**src/rtl/ifu_fetch_if.sv**
```systemverilog
// Fetch unit boundary: redirect input, imem request/response channel
// and the decode-side instruction output.
interface ifu_fetch_if;
   logic         redirect_valid;
   logic [63:0]  redirect_pc;
   logic         imem_req_valid;
   logic [63:0]  imem_req_addr;
   logic         imem_req_ready;
   logic         imem_resp_valid;
   logic [31:0]  imem_resp_data;
   logic         fetch_o_valid;
   logic [63:0]  fetch_o_pc;
   logic [31:0]  fetch_o_instr;
   logic [160:0] fetch_o_commit_info;
   logic         regD_allow_in;

   modport master (
      input  redirect_valid,
      input  redirect_pc,
      output imem_req_valid,
      output imem_req_addr,
      input  imem_req_ready,
      input  imem_resp_valid,
      input  imem_resp_data,
      output fetch_o_valid,
      output fetch_o_pc,
      output fetch_o_instr,
      output fetch_o_commit_info,
      input  regD_allow_in
   );

   modport slave (
      output redirect_valid,
      output redirect_pc,
      input  imem_req_valid,
      input  imem_req_addr,
      output imem_req_ready,
      output imem_resp_valid,
      output imem_resp_data,
      input  fetch_o_valid,
      input  fetch_o_pc,
      input  fetch_o_instr,
      input  fetch_o_commit_info,
      output regD_allow_in
   );
endinterface

```
**src/rtl/ifu_fetch.sv**
```systemverilog
// Instruction fetch: PC generation, in-flight PC tracking with stale-response
// dropping, and a 2-deep output buffer toward the decode register.
module ifu_fetch #(
   parameter logic [63:0] RESET_PC = 64'h0000_0000_8000_0000
) (
   input logic         clk,
   input logic         rst,
   ifu_fetch_if.master bus
);

   logic [63:0] pc_q, pc_d;
   logic [63:0] inf_pc_q [2];
   logic [63:0] inf_pc_d [2];
   logic        inf_head_q, inf_head_d;
   logic [1:0]  inf_cnt_q, inf_cnt_d;
   logic [63:0] buf_pc_q [2];
   logic [63:0] buf_pc_d [2];
   logic [31:0] buf_instr_q [2];
   logic [31:0] buf_instr_d [2];
   logic        buf_head_q, buf_head_d;
   logic [1:0]  buf_cnt_q, buf_cnt_d;
   logic [1:0]  drop_q, drop_d;

   logic        out_fire;
   logic        req_fire;
   logic        resp_good;
   logic [2:0]  occ;
   logic        inf_tail;
   logic        buf_tail;
   logic [63:0] head_pc;
   logic [31:0] head_instr;

   assign head_pc    = buf_pc_q[buf_head_q];
   assign head_instr = buf_instr_q[buf_head_q];
   assign inf_tail   = inf_head_q ^ inf_cnt_q[0];
   assign buf_tail   = buf_head_q ^ buf_cnt_q[0];

   assign bus.fetch_o_valid = (buf_cnt_q != 2'd0) && !bus.redirect_valid;
   assign bus.fetch_o_pc    = head_pc;
   assign bus.fetch_o_instr = head_instr;
   assign bus.fetch_o_commit_info = bus.fetch_o_valid ?
      {1'b1, head_pc, head_instr, head_pc + 64'd4} : '0;

   assign out_fire = bus.fetch_o_valid && bus.regD_allow_in;

   // Stale in-flight requests still hold a slot, so a good response
   // always finds room in the buffer.
   assign occ = {1'b0, inf_cnt_q} + {1'b0, buf_cnt_q} - {2'b00, out_fire};

   assign bus.imem_req_valid = !rst && !bus.redirect_valid && (occ < 3'd2);
   assign bus.imem_req_addr  = pc_q;
   assign req_fire = bus.imem_req_valid && bus.imem_req_ready;

   assign resp_good = bus.imem_resp_valid && !bus.redirect_valid &&
                      (drop_q == 2'd0);

   always_comb begin
      pc_d        = pc_q;
      inf_pc_d    = inf_pc_q;
      buf_pc_d    = buf_pc_q;
      buf_instr_d = buf_instr_q;
      inf_head_d  = inf_head_q ^ bus.imem_resp_valid;
      inf_cnt_d   = inf_cnt_q + {1'b0, req_fire}
                  - {1'b0, bus.imem_resp_valid};
      buf_head_d  = buf_head_q ^ out_fire;
      buf_cnt_d   = buf_cnt_q + {1'b0, resp_good} - {1'b0, out_fire};
      drop_d      = drop_q;

      if (req_fire) begin
         pc_d = pc_q + 64'd4;
         inf_pc_d[inf_tail] = pc_q;
      end

      if (resp_good) begin
         buf_pc_d[buf_tail]    = inf_pc_q[inf_head_q];
         buf_instr_d[buf_tail] = bus.imem_resp_data;
      end

      if (bus.redirect_valid) begin
         pc_d      = bus.redirect_pc & ~64'd3;
         buf_cnt_d = 2'd0;
         drop_d    = inf_cnt_q - {1'b0, bus.imem_resp_valid};
      end else if (bus.imem_resp_valid && (drop_q != 2'd0)) begin
         drop_d = drop_q - 2'd1;
      end
   end

   always_ff @(posedge clk or posedge rst) begin
      if (rst) begin
         pc_q        <= RESET_PC;
         inf_pc_q    <= '{default: '0};
         inf_head_q  <= 1'b0;
         inf_cnt_q   <= 2'd0;
         buf_pc_q    <= '{default: '0};
         buf_instr_q <= '{default: '0};
         buf_head_q  <= 1'b0;
         buf_cnt_q   <= 2'd0;
         drop_q      <= 2'd0;
      end else begin
         pc_q        <= pc_d;
         inf_pc_q    <= inf_pc_d;
         inf_head_q  <= inf_head_d;
         inf_cnt_q   <= inf_cnt_d;
         buf_pc_q    <= buf_pc_d;
         buf_instr_q <= buf_instr_d;
         buf_head_q  <= buf_head_d;
         buf_cnt_q   <= buf_cnt_d;
         drop_q      <= drop_d;
      end
   end

   a_resp_has_owner: assert property (@(posedge clk) disable iff (rst)
      bus.imem_resp_valid |-> (inf_cnt_q != 2'd0));

   a_buf_no_overflow: assert property (@(posedge clk) disable iff (rst)
      resp_good |-> ((buf_cnt_q != 2'd2) || out_fire));

endmodule

```
**src/flat_wrapper.sv**
```systemverilog
// flat-port wrapper written by rule: the top's interface ports become plain ports
module ifu_fetch_flat 
#(
   parameter logic [63:0] RESET_PC = 64'h0000_0000_8000_0000
)
  (clk, rst, bus_redirect_valid, bus_redirect_pc, bus_imem_req_valid, bus_imem_req_addr, bus_imem_req_ready, bus_imem_resp_valid, bus_imem_resp_data, bus_fetch_o_valid, bus_fetch_o_pc, bus_fetch_o_instr, bus_fetch_o_commit_info, bus_regD_allow_in);
  ifu_fetch_if bus_i ();
  input logic clk;
  input logic rst;
  input wire logic [$bits(bus_i.redirect_valid)-1:0] bus_redirect_valid;
  input wire logic [$bits(bus_i.redirect_pc)-1:0] bus_redirect_pc;
  output wire logic [$bits(bus_i.imem_req_valid)-1:0] bus_imem_req_valid;
  output wire logic [$bits(bus_i.imem_req_addr)-1:0] bus_imem_req_addr;
  input wire logic [$bits(bus_i.imem_req_ready)-1:0] bus_imem_req_ready;
  input wire logic [$bits(bus_i.imem_resp_valid)-1:0] bus_imem_resp_valid;
  input wire logic [$bits(bus_i.imem_resp_data)-1:0] bus_imem_resp_data;
  output wire logic [$bits(bus_i.fetch_o_valid)-1:0] bus_fetch_o_valid;
  output wire logic [$bits(bus_i.fetch_o_pc)-1:0] bus_fetch_o_pc;
  output wire logic [$bits(bus_i.fetch_o_instr)-1:0] bus_fetch_o_instr;
  output wire logic [$bits(bus_i.fetch_o_commit_info)-1:0] bus_fetch_o_commit_info;
  input wire logic [$bits(bus_i.regD_allow_in)-1:0] bus_regD_allow_in;
  assign bus_i.redirect_valid = bus_redirect_valid;
  assign bus_i.redirect_pc = bus_redirect_pc;
  assign bus_imem_req_valid = bus_i.imem_req_valid;
  assign bus_imem_req_addr = bus_i.imem_req_addr;
  assign bus_i.imem_req_ready = bus_imem_req_ready;
  assign bus_i.imem_resp_valid = bus_imem_resp_valid;
  assign bus_i.imem_resp_data = bus_imem_resp_data;
  assign bus_fetch_o_valid = bus_i.fetch_o_valid;
  assign bus_fetch_o_pc = bus_i.fetch_o_pc;
  assign bus_fetch_o_instr = bus_i.fetch_o_instr;
  assign bus_fetch_o_commit_info = bus_i.fetch_o_commit_info;
  assign bus_i.regD_allow_in = bus_regD_allow_in;
  ifu_fetch #(.RESET_PC(RESET_PC)) u_core (.clk(clk), .rst(rst), .bus(bus_i));
endmodule
```
**config.mk**
```make
export PLATFORM = sky130hd
export DESIGN_NAME = ifu_fetch_flat
export DESIGN_NICKNAME = d
export VERILOG_FILES = /design/src/rtl/ifu_fetch_if.sv /design/src/rtl/ifu_fetch.sv /design/src/flat_wrapper.sv
export SDC_FILE = /design/constraint.sdc
export NUM_CORES = 1
export LEC_CHECK = 0
export BUFFER_PORTS_ARGS = -buffer_cell sky130_fd_sc_hd__buf_2
export CORE_MARGIN = 5
export CORE_UTILIZATION = 45
export CTS_BUF_LIST = sky130_fd_sc_hd__clkbuf_4
export DETAILED_ROUTE_END_ITERATION = 10
export PLACE_DENSITY = 0.68
export SETUP_SLACK_MARGIN = 0.4
export SLEW_MARGIN = 20
export SYNTH_ARGS = -nofsm -noshare
export SYNTH_HDL_FRONTEND = slang
export SYNTH_SLANG_ARGS = --single-unit
```
**constraint.sdc**
```tcl
create_clock -name clk -period 30 [get_ports clk]
set_clock_uncertainty 0.15 [all_clocks]
set_input_delay 9 -clock clk [delete_from_list [all_inputs] [get_ports clk]]
set_output_delay 9 -clock clk [all_outputs]
set_load 0.005 [all_outputs]
```
==> summary.md <==
| Metric | Value |
|---|---|
| Status | complete, no violations |
| First-pass GRT wire length | 99,900 µm |
| Setup bufs post-CTS | 0 |
| Critical Path Start | bus_redirect_valid |
| Fillers | 4,055 |
| CP startpoint kind | input pin |
| 1st-iter DRT viols | 1,491 |
| Chip width | 223 µm |
| Reg2reg path depth | 14 |
| Top layer reached by signal wires | met4 |
| Hold-fix buffers, CTS | 0 |
| CP Class | input pin to primary output |
| Die Y | 223 µm |
| Total number of vias | 17,600 |
| Tcrit/Tclk final | 72.8% |
| Slew margin rel. | 27.7% |
| Setup tns final | 0 ns |
| Hold_ws | 0.327 ns |
| Initial antenna violation count | 3 |
| Reg area | 9570 µm² |
| Clock root buffer | clkbuf_4 |
| Drt total wl | 63,800 µm |
| RSZ-0062 raised after global routing | no |
| Port bufs | 414 |
| Cts bufs inserted | 103 |
| Fin nets | 2,557 |
| Metal2 WL | 28,300 µm |
| Tmin final | 21.85 ns |
| Synthesized area | 20,300 µm² |
| Antenna viol nets, final | 0 |
| Synth cell types | 72 |
| Slew Viols, Final | 0 |
| WL met3 | 5070 µm |
| Ys async rst share | 100% |
| Crit path DAT | 12.70 ns |
| Row count | 77 |
| Ys Warns | 0 |
| Max VDD drop | 0.0372 mV |
| Syn_area_per_cell | 9.98 µm² |
| Reg2reg setup slack | 24.55 ns |
| PwrDens | 97.3 nW/µm² |
| Endpoints failing hold | 0 |
| Final Wtd Congestion | 0.893 |
| CP max FO | 77 |
| Total grt overflow | 0 |
| Clock slew at reported path FFs | 0.06 ns |
| CP max stage delay | 0.63 ns |
| Post-synthesis sequential area ratio | 47.0% |
| Total track usage | 25.1% |
| Remaining DRCs | 0 |
| Crit-path slowest cell | buf_4 |
| CTS tree | done |
| Clk buf depth | 3 |
| Clk Latency, worst-skew pair | 0.83 ns |
| Quantity of gates resized following cts | 0 |
| Largest net degree at the start of global routing | 183 |
| H-tree Lvls | 3 |
| Ys flop type | dfrtp_1 |
| Final setup vio count | 0 |
| Post-Syn Instances | 2,036 |
| Crit Reg-Reg Startpoint | u_core.buf_cnt_q[0] |
| Die area | 49,500 µm² |
| Leak | 11.6 nW |
| F_max | 45.8 MHz |
| Post-synth EDFFs | 0 |
| Tot Pwr | 2.34 mW |
| Area of the core | 44,400 µm² |
| DP HPWL | 45,400 µm |
| DR vias/cell | 5.65 |
| Area Overhead vs Synth | 18.4% |
| HP Class | register to register |
| Max-cap violations | 0 |
| Worst-Margin Slew | 1.09 ns |
| Met1 WL | 28,800 µm |
| Fraction of layout instances using a drive strength above 1 | 34.5% |
| Wire length per cell | 20.5 µm |
| Clock sinks | 382 |
| Area of the multi-input gates | 9970 µm² |
| IO Pins | 425 |
| Critical path required time | 20.85 ns |
| Cell Chain, Critical Path | buf_2 > buf_4 > inv_1 > o21ai_4 > buf_4 > inv_2 > nand2_1 > inv_1 > nor2_1 > o21ai_0 > fa_1 > xor2_1 > and3_1 > buf_2 |
| Vias in the first global route | 17,600 |
| Yosys reg bits | 382 |
| Starting density of the core | 45.8% |
| First-pass iteration count of the detailed router | 5 |
| Reg-to-Reg End | u_core.inf_pc_q[107] |
| End of the critical path | bus_imem_req_valid |
| Critical Path End Type | primary output |
## metrics by stage
stage	instances	cell area [µm²]	setup slack, ns	utilization [%]
finish	3114	24100	8.15	54.2
global placement	2932	22800	8.27	51.2
detailed placement	2932	22800	8.18	51.2
floorplan	2043	20300	10.11	-
global route	3114	24100	7.85	54.2
CTS	3111	24000	8.17	54.1
## cells in the mapped netlist, types with 13 or more instances
library cell,instances,area (µm²)
dfrtp_1,381,9530
nor2_1,241,905
mux2_2,238,2680
a21oi_1,158,791
nand2_1,131,492
mux2i_1,100,1000
nand3_1,94,470
clkbuf_1,84,315
and2_1,65,407
o21ai_0,61,305
inv_1,57,214
nand4_1,57,357
xnor2_1,41,359
nor3_1,26,130
nand3b_1,22,165
o211ai_1,21,158
and3_1,20,125
buf_1,19,71.3
buf_2,19,95.1
nand4b_1,14,123
a22oi_1,13,97.6
buf_4,13,97.6
## worst max-delay path, delay by kind of cell
kind	cells	cell delay, ns
xor+xnor	1	0.27
fa+ha+maj	1	0.39
compound gates	2	0.20
buf+inv	7	2.06
simple gates	3	0.66
## state kept, by name, summed over array words and instances (netlist names)
register,cells
u_core.buf_pc_q,124
u_core.bus.imem_req_addr,62
u_core.inf_cnt_q,2
u_core.buf_instr_q,64
u_core.inf_pc_q,124
u_core.drop_q,2
u_core.buf_cnt_q,2
u_core.inf_head_q,1
u_core.buf_head_q,1
## how the worst min path moves through the flow
stage | startpoint | end | slack [ns] | cells after the start
2_1_floorplan | u_core.inf_pc_q[111] | u_core.inf_pc_q[111] | 0.30 | 2
3_3_place_gp | u_core.inf_pc_q[12] | u_core.inf_pc_q[12] | 0.31 | 2
3_5_place_dp | u_core.inf_pc_q[12] | u_core.inf_pc_q[12] | 0.32 | 2
4_1_cts | u_core.inf_pc_q[47] | u_core.inf_pc_q[47] | 0.33 | 2
5_1_grt | u_core.inf_pc_q[81] | u_core.inf_pc_q[81] | 0.35 | 2
6_report | u_core.inf_pc_q[12] | u_core.inf_pc_q[12] | 0.33 | 2
## cell type report
class | count | share of cell area (%)
multi-input combinational | 1464 | 41.4
sequential | 382 | 39.8
timing repair buffer | 437 | 9.46
clock buffer | 154 | 4.80
tap | 592 | 3.08
inverter | 58 | 0.936
clock inverter | 25 | 0.515
antenna | 2 | 0.0208
## cell usage in the layout, fill, tap and decap left out, types with 64 or more instances in the layout
cell      instances
buf_2           414
and2_1           64
mux2i_1         100
nor2_1          241
a21oi_1         158
mux2_2          238
dfrtp_1         379
nand2_1         130
nand3_1          94
clkbuf_4        154
## report_power, final
part	leakage, nW	total (mW)	switching (mW)	internal (mW)
Sequential	4.73	0.918	0.193	0.725
Combinational	6.07	0.974	0.542	0.432
Clock	0.758	0.451	0.217	0.234
## routing by layer
| layer | vias up | GRT usage, % |
|---|---|---|
| met4 | 0 | 8.93 |
| met1 | 8571 | 35.8 |
| li1 | 8127 | - |
| met2 | 785 | 38.1 |
| met5 | - | 0 |
| met3 | 105 | 5.11 |
## logic make-up (layout without fill, tap and decap cells)
| kind of cell | count (synthesis) | count (layout) | share of synthesized area [%] |
|---|---|---|---|
| muxes | 341 | 341 | 18.3 |
| other | 1 | 10 | 0.0185 |
| and+or+nand+nor | 736 | 736 | 18.4 |
| DFF | 382 | 382 | 47.0 |
| AOI/OAI and AO/OA | 319 | 319 | 9.40 |
| adders and majority gates | 9 | 9 | 0.591 |
| buffers and inverters | 197 | 674 | 4.11 |
| xor gates and xnor gates | 51 | 51 | 2.20 |
No activity file was read; power rests on OpenSTA's default activity.
